==> src/rtl/btn_mode_sel_if.sv <==
// Button/mode signal bundle between the board button conditioner and the LED
// pattern generator's mode select.
interface btn_mode_sel_if;
    logic       btn_in;
    logic       btn_level;
    logic [1:0] mode;
    logic       mode_changed;
    logic       long_press;

    // Conditioner side: samples the raw button, drives the mode outputs.
    modport master (
        input  btn_in,
        output btn_level,
        output mode,
        output mode_changed,
        output long_press
    );

    // Consumer side: supplies the raw button, observes the mode outputs.
    modport slave (
        output btn_in,
        input  btn_level,
        input  mode,
        input  mode_changed,
        input  long_press
    );
endinterface

==> src/rtl/btn_mode_sel.sv <==
// Push-button conditioner: synchronizes and debounces a raw button, classifies
// short/long presses and maintains the 2-bit LED mode register.
module btn_mode_sel #(
    parameter int unsigned CLK_FREQ      = 100_000_000,
    parameter int unsigned DEBOUNCE_MS   = 20,
    parameter int unsigned LONG_PRESS_MS = 1000,
    parameter int unsigned NUM_MODES     = 4,
    parameter int unsigned INIT_MODE     = 2
) (
    input  logic           clk,
    input  logic           rst_n,
    btn_mode_sel_if.master bus
);

    localparam int unsigned DB_TICKS = CLK_FREQ / 1000 * DEBOUNCE_MS;
    localparam int unsigned LP_TICKS = CLK_FREQ / 1000 * LONG_PRESS_MS;
    localparam int unsigned DB_W     = (DB_TICKS > 1) ? $clog2(DB_TICKS) : 1;
    localparam int unsigned LP_W     = (LP_TICKS > 1) ? $clog2(LP_TICKS) : 1;
    localparam int unsigned MODE_W   = 2;

    localparam logic [DB_W-1:0]   DB_LAST   = DB_W'(DB_TICKS - 1);
    localparam logic [LP_W-1:0]   LP_LAST   = LP_W'(LP_TICKS - 1);
    localparam logic [MODE_W-1:0] MODE_LAST = MODE_W'(NUM_MODES - 1);
    localparam logic [MODE_W-1:0] MODE_RST  = MODE_W'(INIT_MODE);

    localparam logic [1:0] ST_IDLE    = 2'b00;
    localparam logic [1:0] ST_PRESSED = 2'b01;
    localparam logic [1:0] ST_HELD    = 2'b10;

    // Parameter sanity, caught at elaboration.
    if (DB_TICKS < 1) begin : g_bad_db
        $error("btn_mode_sel: DB_TICKS must be >= 1");
    end
    if (LP_TICKS < 2) begin : g_bad_lp
        $error("btn_mode_sel: LP_TICKS must be > 1");
    end
    if (NUM_MODES < 1 || NUM_MODES > 4) begin : g_bad_nm
        $error("btn_mode_sel: NUM_MODES must be 1..4");
    end
    if (INIT_MODE >= NUM_MODES) begin : g_bad_im
        $error("btn_mode_sel: INIT_MODE must be < NUM_MODES");
    end

    logic              s1_q, s1_d;
    logic              s2_q, s2_d;
    logic              stable_q, stable_d;
    logic              stable_dly_q, stable_dly_d;
    logic [DB_W-1:0]   db_cnt_q, db_cnt_d;
    logic [LP_W-1:0]   hold_cnt_q, hold_cnt_d;
    logic [1:0]        state_q, state_d;
    logic [MODE_W-1:0] mode_q, mode_d;
    logic              mode_changed_q, mode_changed_d;
    logic              long_press_q, long_press_d;

    // Two-flop synchronizer and debouncer; any agreeing cycle restarts the count.
    always_comb begin
        s1_d         = bus.btn_in;
        s2_d         = s1_q;
        stable_d     = stable_q;
        db_cnt_d     = db_cnt_q;
        stable_dly_d = stable_q;
        if (s2_q == stable_q) begin
            db_cnt_d = '0;
        end else if (db_cnt_q == DB_LAST) begin
            stable_d = s2_q;
            db_cnt_d = '0;
        end else begin
            db_cnt_d = db_cnt_q + DB_W'(1);
        end
    end

    // Press classifier; release is checked before the long-press threshold.
    always_comb begin
        state_d        = state_q;
        hold_cnt_d     = hold_cnt_q;
        mode_d         = mode_q;
        mode_changed_d = 1'b0;
        long_press_d   = 1'b0;
        case (state_q)
            ST_IDLE: begin
                if (stable_q && !stable_dly_q) begin
                    state_d    = ST_PRESSED;
                    hold_cnt_d = '0;
                end
            end
            ST_PRESSED: begin
                if (!stable_q) begin
                    mode_d         = (mode_q == MODE_LAST) ? '0 : mode_q + MODE_W'(1);
                    mode_changed_d = 1'b1;
                    state_d        = ST_IDLE;
                end else if (hold_cnt_q == LP_LAST) begin
                    long_press_d   = 1'b1;
                    mode_d         = '0;
                    mode_changed_d = (mode_q != '0);
                    state_d        = ST_HELD;
                end else begin
                    hold_cnt_d = hold_cnt_q + LP_W'(1);
                end
            end
            ST_HELD: begin
                if (!stable_q) begin
                    state_d = ST_IDLE;
                end
            end
            default: begin
                state_d = ST_IDLE;
            end
        endcase
    end

    always_ff @(posedge clk or negedge rst_n) begin
        if (!rst_n) begin
            s1_q           <= 1'b0;
            s2_q           <= 1'b0;
            stable_q       <= 1'b0;
            stable_dly_q   <= 1'b0;
            db_cnt_q       <= '0;
            hold_cnt_q     <= '0;
            state_q        <= ST_IDLE;
            mode_q         <= MODE_RST;
            mode_changed_q <= 1'b0;
            long_press_q   <= 1'b0;
        end else begin
            s1_q           <= s1_d;
            s2_q           <= s2_d;
            stable_q       <= stable_d;
            stable_dly_q   <= stable_dly_d;
            db_cnt_q       <= db_cnt_d;
            hold_cnt_q     <= hold_cnt_d;
            state_q        <= state_d;
            mode_q         <= mode_d;
            mode_changed_q <= mode_changed_d;
            long_press_q   <= long_press_d;
        end
    end

    assign bus.btn_level    = stable_q;
    assign bus.mode         = mode_q;
    assign bus.mode_changed = mode_changed_q;
    assign bus.long_press   = long_press_q;

endmodule

==> src/flat_wrapper.sv <==
// flat-port wrapper written by rule: the top's interface ports become plain ports
module btn_mode_sel_flat 
#(
    parameter int unsigned CLK_FREQ      = 100_000_000,
    parameter int unsigned DEBOUNCE_MS   = 20,
    parameter int unsigned LONG_PRESS_MS = 1000,
    parameter int unsigned NUM_MODES     = 4,
    parameter int unsigned INIT_MODE     = 2
)
  (clk, rst_n, bus_btn_in, bus_btn_level, bus_mode, bus_mode_changed, bus_long_press);
  btn_mode_sel_if bus_i ();
  input  logic clk;
  input  logic rst_n;
  input wire logic [$bits(bus_i.btn_in)-1:0] bus_btn_in;
  output wire logic [$bits(bus_i.btn_level)-1:0] bus_btn_level;
  output wire logic [$bits(bus_i.mode)-1:0] bus_mode;
  output wire logic [$bits(bus_i.mode_changed)-1:0] bus_mode_changed;
  output wire logic [$bits(bus_i.long_press)-1:0] bus_long_press;
  assign bus_i.btn_in = bus_btn_in;
  assign bus_btn_level = bus_i.btn_level;
  assign bus_mode = bus_i.mode;
  assign bus_mode_changed = bus_i.mode_changed;
  assign bus_long_press = bus_i.long_press;
  btn_mode_sel #(.CLK_FREQ(CLK_FREQ), .DEBOUNCE_MS(DEBOUNCE_MS), .LONG_PRESS_MS(LONG_PRESS_MS), .NUM_MODES(NUM_MODES), .INIT_MODE(INIT_MODE)) u_core (.clk(clk), .rst_n(rst_n), .bus(bus_i));
endmodule
==> config.mk <==
export PLATFORM = sky130hd
export DESIGN_NAME = btn_mode_sel_flat
export DESIGN_NICKNAME = d
export VERILOG_FILES = /design/src/rtl/btn_mode_sel_if.sv /design/src/rtl/btn_mode_sel.sv /design/src/flat_wrapper.sv
export SDC_FILE = /design/constraint.sdc
export NUM_CORES = 1
export LEC_CHECK = 0
export ABC_AREA = 1
export CORE_ASPECT_RATIO = 2
export CORE_UTILIZATION = 25
export CTS_CLUSTER_DIAMETER = 40
export DETAILED_ROUTE_END_ITERATION = 7
export SLEW_MARGIN = 0
export SYNTH_ARGS = -nofsm -noshare
export SYNTH_HDL_FRONTEND = slang
export SYNTH_SLANG_ARGS = --single-unit
==> constraint.sdc <==
create_clock -name clk -period 1.8 [get_ports clk]
set_input_delay 0.27 -clock clk [delete_from_list [all_inputs] [get_ports clk]]
set_output_delay 0.27 -clock clk [all_outputs]
set_load 0.05 [all_outputs]
---- After elaboration in Yosys (flattened, before gate mapping) ----
Index checks and enable logic that the tools add are counted.
storage, ports and cells
  output and inout bits ................... 5
  register bits ........................... 58
  bits of input ports ..................... 3
  word-level logic and storage cells ...... 55
cells by class
  mux-type cells .......................... 20
  equal/unequal tests ..................... 12
  $add $sub $neg .......................... 3
  reduce and logical (&&, ||, !) cells .... 9
  bitwise operators ....................... 1
operators with widths
  kind                     count
  $mux W27                 3
  $pmux W27 S2             1
  $mux W21                 2
  $add A27 B1 Y27 const B  1
  $eq A27 B27 Y1 const B   1
  $add A21 B1 Y21 const B  1
  $eq A21 B21 Y1 const B   1
  $mux W2                  7
  $mux W1                  6
  $ne A2 B2 Y1 const B     3
  $pmux W2 S3              1
  $eq A2 B2 Y1 const B     2
  $ne A2 B1 Y1 const B     2
  $reduce_and A2 Y1        2
  $reduce_and A4 Y1        1
  $reduce_bool A2 Y1       2
  $ne A3 B3 Y1 const B     1
  $reduce_and A3 Y1        1
  $add A2 B1 Y2 const B    1
  $eq A2 B1 Y1 const B     1
  $logic_not A2 Y1         1
  $eq A1 B1 Y1             1
  $logic_and A1 B1 Y1      1
  $logic_not A1 Y1         1
  $not A1 Y1               1

---- Longest topological paths before layout ----
  word-level depth ........................ 4
  mapped depth ............................ 11
  depth with buffers taken out ............ 11

---- Least setup slack after synthesis ----
No wires, ideal clock.
  path type ............................... register to register
  from .................................... register u_core.stable_q (netlist: u_core.bus.btn_level)
  to ...................................... register u_core.hold_cnt_q[17]
  stages on the path, launching flop included .. 9
  path slack .............................. 0.034 ns
  buffers on the path ..................... 1
  period minus slack after synthesis ...... 1.766 ns
  library setup time ...................... 0.113 ns
  data arrival time ....................... 1.653 ns
  cells stage by stage .................... dfrtp_1 > buf_2 > inv_1 > nor2_2 > inv_2 > a21oi_2 > nand3_1 > nand2_1 > inv_1
on the way
  cells in the longest elaborated chain, start to end .. 3
  elaborated cells between the ends (all ways) .. 4
  those cells by class .................... 2 x eq/ne; 2 x reduce/logical
ends and longest elaborated chain
  what                           RTL line             source
  start: declaration             btn_mode_sel.sv:46   logic stable_q, stable_d;
  start signal: assignment       btn_mode_sel.sv:126  stable_q <= stable_d;
  $logic_and A1 B1 Y1            btn_mode_sel.sv:81   if (stable_q && !stable_dly_q) begin
  $ne A2 B1 Y1 (no line)         -
  $reduce_and A4 Y1 (no line) *  -
  end signal: assignment         btn_mode_sel.sv:129  hold_cnt_q <= hold_cnt_d;
  end: declaration               btn_mode_sel.sv:49   logic [LP_W-1:0] hold_cnt_q, hold_cnt_d;
Every way passes the cells marked *; elsewhere a longest branch is shown, timed or not.
A chain may end at the register's enable or synchronous reset.

---- Worst setup path after layout ----
  from .................................... register u_core.mode_q[0] (netlist: u_core.bus.mode[0])
  to ...................................... output port bus_mode[0]
RTL lines
  what                      RTL line             source
  start: declaration        btn_mode_sel.sv:51   logic [MODE_W-1:0] mode_q, mode_d;
  start signal: assignment  btn_mode_sel.sv:131  mode_q <= mode_d;
  end: declaration          flat_wrapper.sv:16   output wire logic [$bits(bus_i.mode)-1:0] bus_mode;
No word-level cell between the ends.

==> impl_metrics.json <==
{
  "cts_tree": "built",
  "tightest_slew_ps": 519,
  "synth_top_cells_by_count": "145 x nand2_1, 97 x nor2_1, 57 x dfrtp_1",
  "drv_slew": 0,
  "row_count": 61,
  "synth_largest_area_cell": "dfrtp_1",
  "io_buffer_count": 7,
  "n_fill_cell": 1554,
  "antenna_found_initial": 0,
  "fp.dieH_um": 170,
  "nets": 553,
  "multi_input_area_um2": 1880,
  "fmax_mhz": 574,
  "fin_setup_tns_ps": 0,
  "grt_usage": 0.144,
  "ys_types": 31,
  "routedWlPerCell_um": 13.0,
  "slowest_delay_ps": 800,
  "vdd_drop_max_v": 0.000536,
  "synth_fp_nets": 508,
  "hpwl_um": 7400,
  "clock_skew_ps": 7.90,
  "synth.most_common_cell": "nand2_1",
  "finalHoldViolCount": 0,
  "cts_htree_levels": 3,
  "setup_viol": 0,
  "cts-root-buf": "clkbuf_16",
  "dpl.cell_count": 721,
  "syn_area_um2": 3540,
  "cts_buffer_depth": 2,
  "ys_seq_area_frac": 0.410,
  "core_area_um2": 13900,
  "status": "finished, final reports clean",
  "start_util": 0.255,
  "grt_pass1_wl_um": 15900,
  "clock_sinks": 58,
  "dieWidth_um": 86.2,
  "clk_pin_slew_ps": 60,
  "fin_area_um2": 4440,
  "dieArea_um2": 14700,
  "routabilityCongestion": 0.862,
  "wirelength_um": 9600,
  "seq_area_um2": 1450,
  "synth_top_cell_area_share": 0.403,
  "final_cells": 741,
  "async_flop_share": 1.00,
  "hold_path.class": "register to register",
  "startpoint_type": "register",
  "slew_headroom": 0.651,
  "yosys_warnings": 0,
  "crit_arrival_ps": 1470,
  "final.period_utilization": 0.968,
  "synth_edf_count": 0,
  "antenna_left": 0,
  "grt.overflow.total": 0,
  "placed_cell_area_um2": 4030,
  "n_antenna_cell": 0,
  "fin_ws_ps": 58.0,
  "cp_cell_sequence": "clkdlybuf4s50_1",
  "power.leakage_nw": 1.95,
  "syn_avg_cell_area_um2": 7.06,
  "drive_gt1_frac": 0.174,
  "slowest_stage": "clkdlybuf4s50_1",
  "area_growth_pct": 25.2,
  "grt_pass1_vias": 3333,
  "dp_slack_ps": 0.857,
  "drt_iter0_markers": 206,
  "setup.worst_path.class": "register to primary output",
  "insertion_delay_ps": 330,
  "synth.area.top_cells": "dfrtp_1 40%, nand2_1 15%, nor2_1 10%",
  "io_pins": 8,
  "cts_made_buffers": 9,
  "power_w": 0.00325,
  "vias": 3249,
  "dr.pass1.iters": 5,
  "crit_family": "buffers and inverters",
  "grt_max_degree": 59,
  "ys.flop_type": "dfrtp_1",
  "post_drt_via_cell_ratio": 4.38,
  "drc_errors": 0,
  "ff2ff_setup_slack_ps": 130,
  "drv_cap": 0,
  "netlist_instances": 502,
  "synth_seq_cells": 58,
  "fin_crit_ps": 1740,
  "rsz0062_at_grt": "false",
  "powerDensity_nw_per_um2": 733,
  "cp_num_buf_inv": 1,
  "end_kind": "primary output",
  "cp.required_ps": 1530,
  "critPathMaxFanout": 2
}
==> path summary, 6_finish.rpt <==
kind,startpoint,end,cells after the start
worst max-delay path,u_core.bus.mode[0],bus_mode[0],1
worst min-delay path,u_core.s1_q,u_core.s2_q,0
worst max register to register,u_core.hold_cnt_q[0],u_core.hold_cnt_q[2],11
worst min register to register,u_core.s1_q,u_core.s2_q,0
max in group asynchronous,rst_n,u_core.bus.mode[1],3
min in group asynchronous,rst_n,u_core.hold_cnt_q[4],3
==> registers in the layout, indices dropped and copies added (netlist names) <==
register	cells
u_core.bus.btn_level	1
u_core.bus.long_press	1
u_core.bus.mode	2
u_core.bus.mode_changed	1
u_core.db_cnt_q	21
u_core.hold_cnt_q	27
u_core.s1_q	1
u_core.s2_q	1
u_core.stable_dly_q	1
u_core.state_q	2
==> per-layer routing <==
metal | share of wire | global-route usage
met2 | 0.57 | 0.277
met5 | 0 | 0
met1 | 0.34 | 0.127
met3 | 0.021 | 0.0238
met4 | 0.069 | 0.110
==> layout by cell type (no fill, tap or decap), types with 2 or more instances in the layout <==
cell type and n:
nor2_1 95, nand2_4 2, clkdlybuf4s50_1 3, o21ai_0 6, nand2_2 14, clkbuf_16 9, a21oi_1 5, nor3_1 13
xnor2_1 2, nor3b_1 3, clkinv_4 3, bufinv_16 2, nor2_2 3, buf_4 33, nand3b_1 2, xor2_1 15
inv_1 48, buf_6 2, nand4_1 10, o21ai_2 10, nand3_1 46, nand2_1 143, dfrtp_1 57, nor2_4 4
inv_2 4, ha_1 2
==> cell type report <==
type                    instances  area share
repair buffers                 42      0.0784
clock buffers                   9      0.0508
inverters                      52      0.0440
clock inverters                 7      0.0231
well taps                     189      0.0533
flip-flops and latches         58       0.328
multi-input cells             384       0.423
==> per-stage QoR <==
step,utilization,hold WS (ps)
final,0.319,349
after global routing,0.319,360
after CTS,0.314,349
after detailed placement,0.290,305
after global placement,0.290,304
after floorplan,-,-25.6
==> timing repair <==
action,CTS,global route
pin swaps,0,3
endpoints found under the setup margin,1,34
hold buffers,1,0
endpoints found under the hold margin,57,0
gates resized for setup,0,12
setup buffers,0,3
==> power breakdown <==
part | internal [W] | switching (W) | total [W]
sequential | 0.00131 | 0.00000832 | 0.00132
clock | 0.00122 | 0.000644 | 0.00187
combinational | 0.0000192 | 0.0000445 | 0.0000636
total | 0.00255 | 0.000697 | 0.00325
==> logic make-up after synthesis <==
group | synth area share
AND/OR/NAND/NOR | 0.417
buffers and inverters | 0.0713
AO/OA/AOI/OAI | 0.0491
XOR/XNOR | 0.0420
adder cells (fa/ha/maj) | 0.0106
flip-flops | 0.410
No activity file was read; power rests on OpenSTA's default activity.
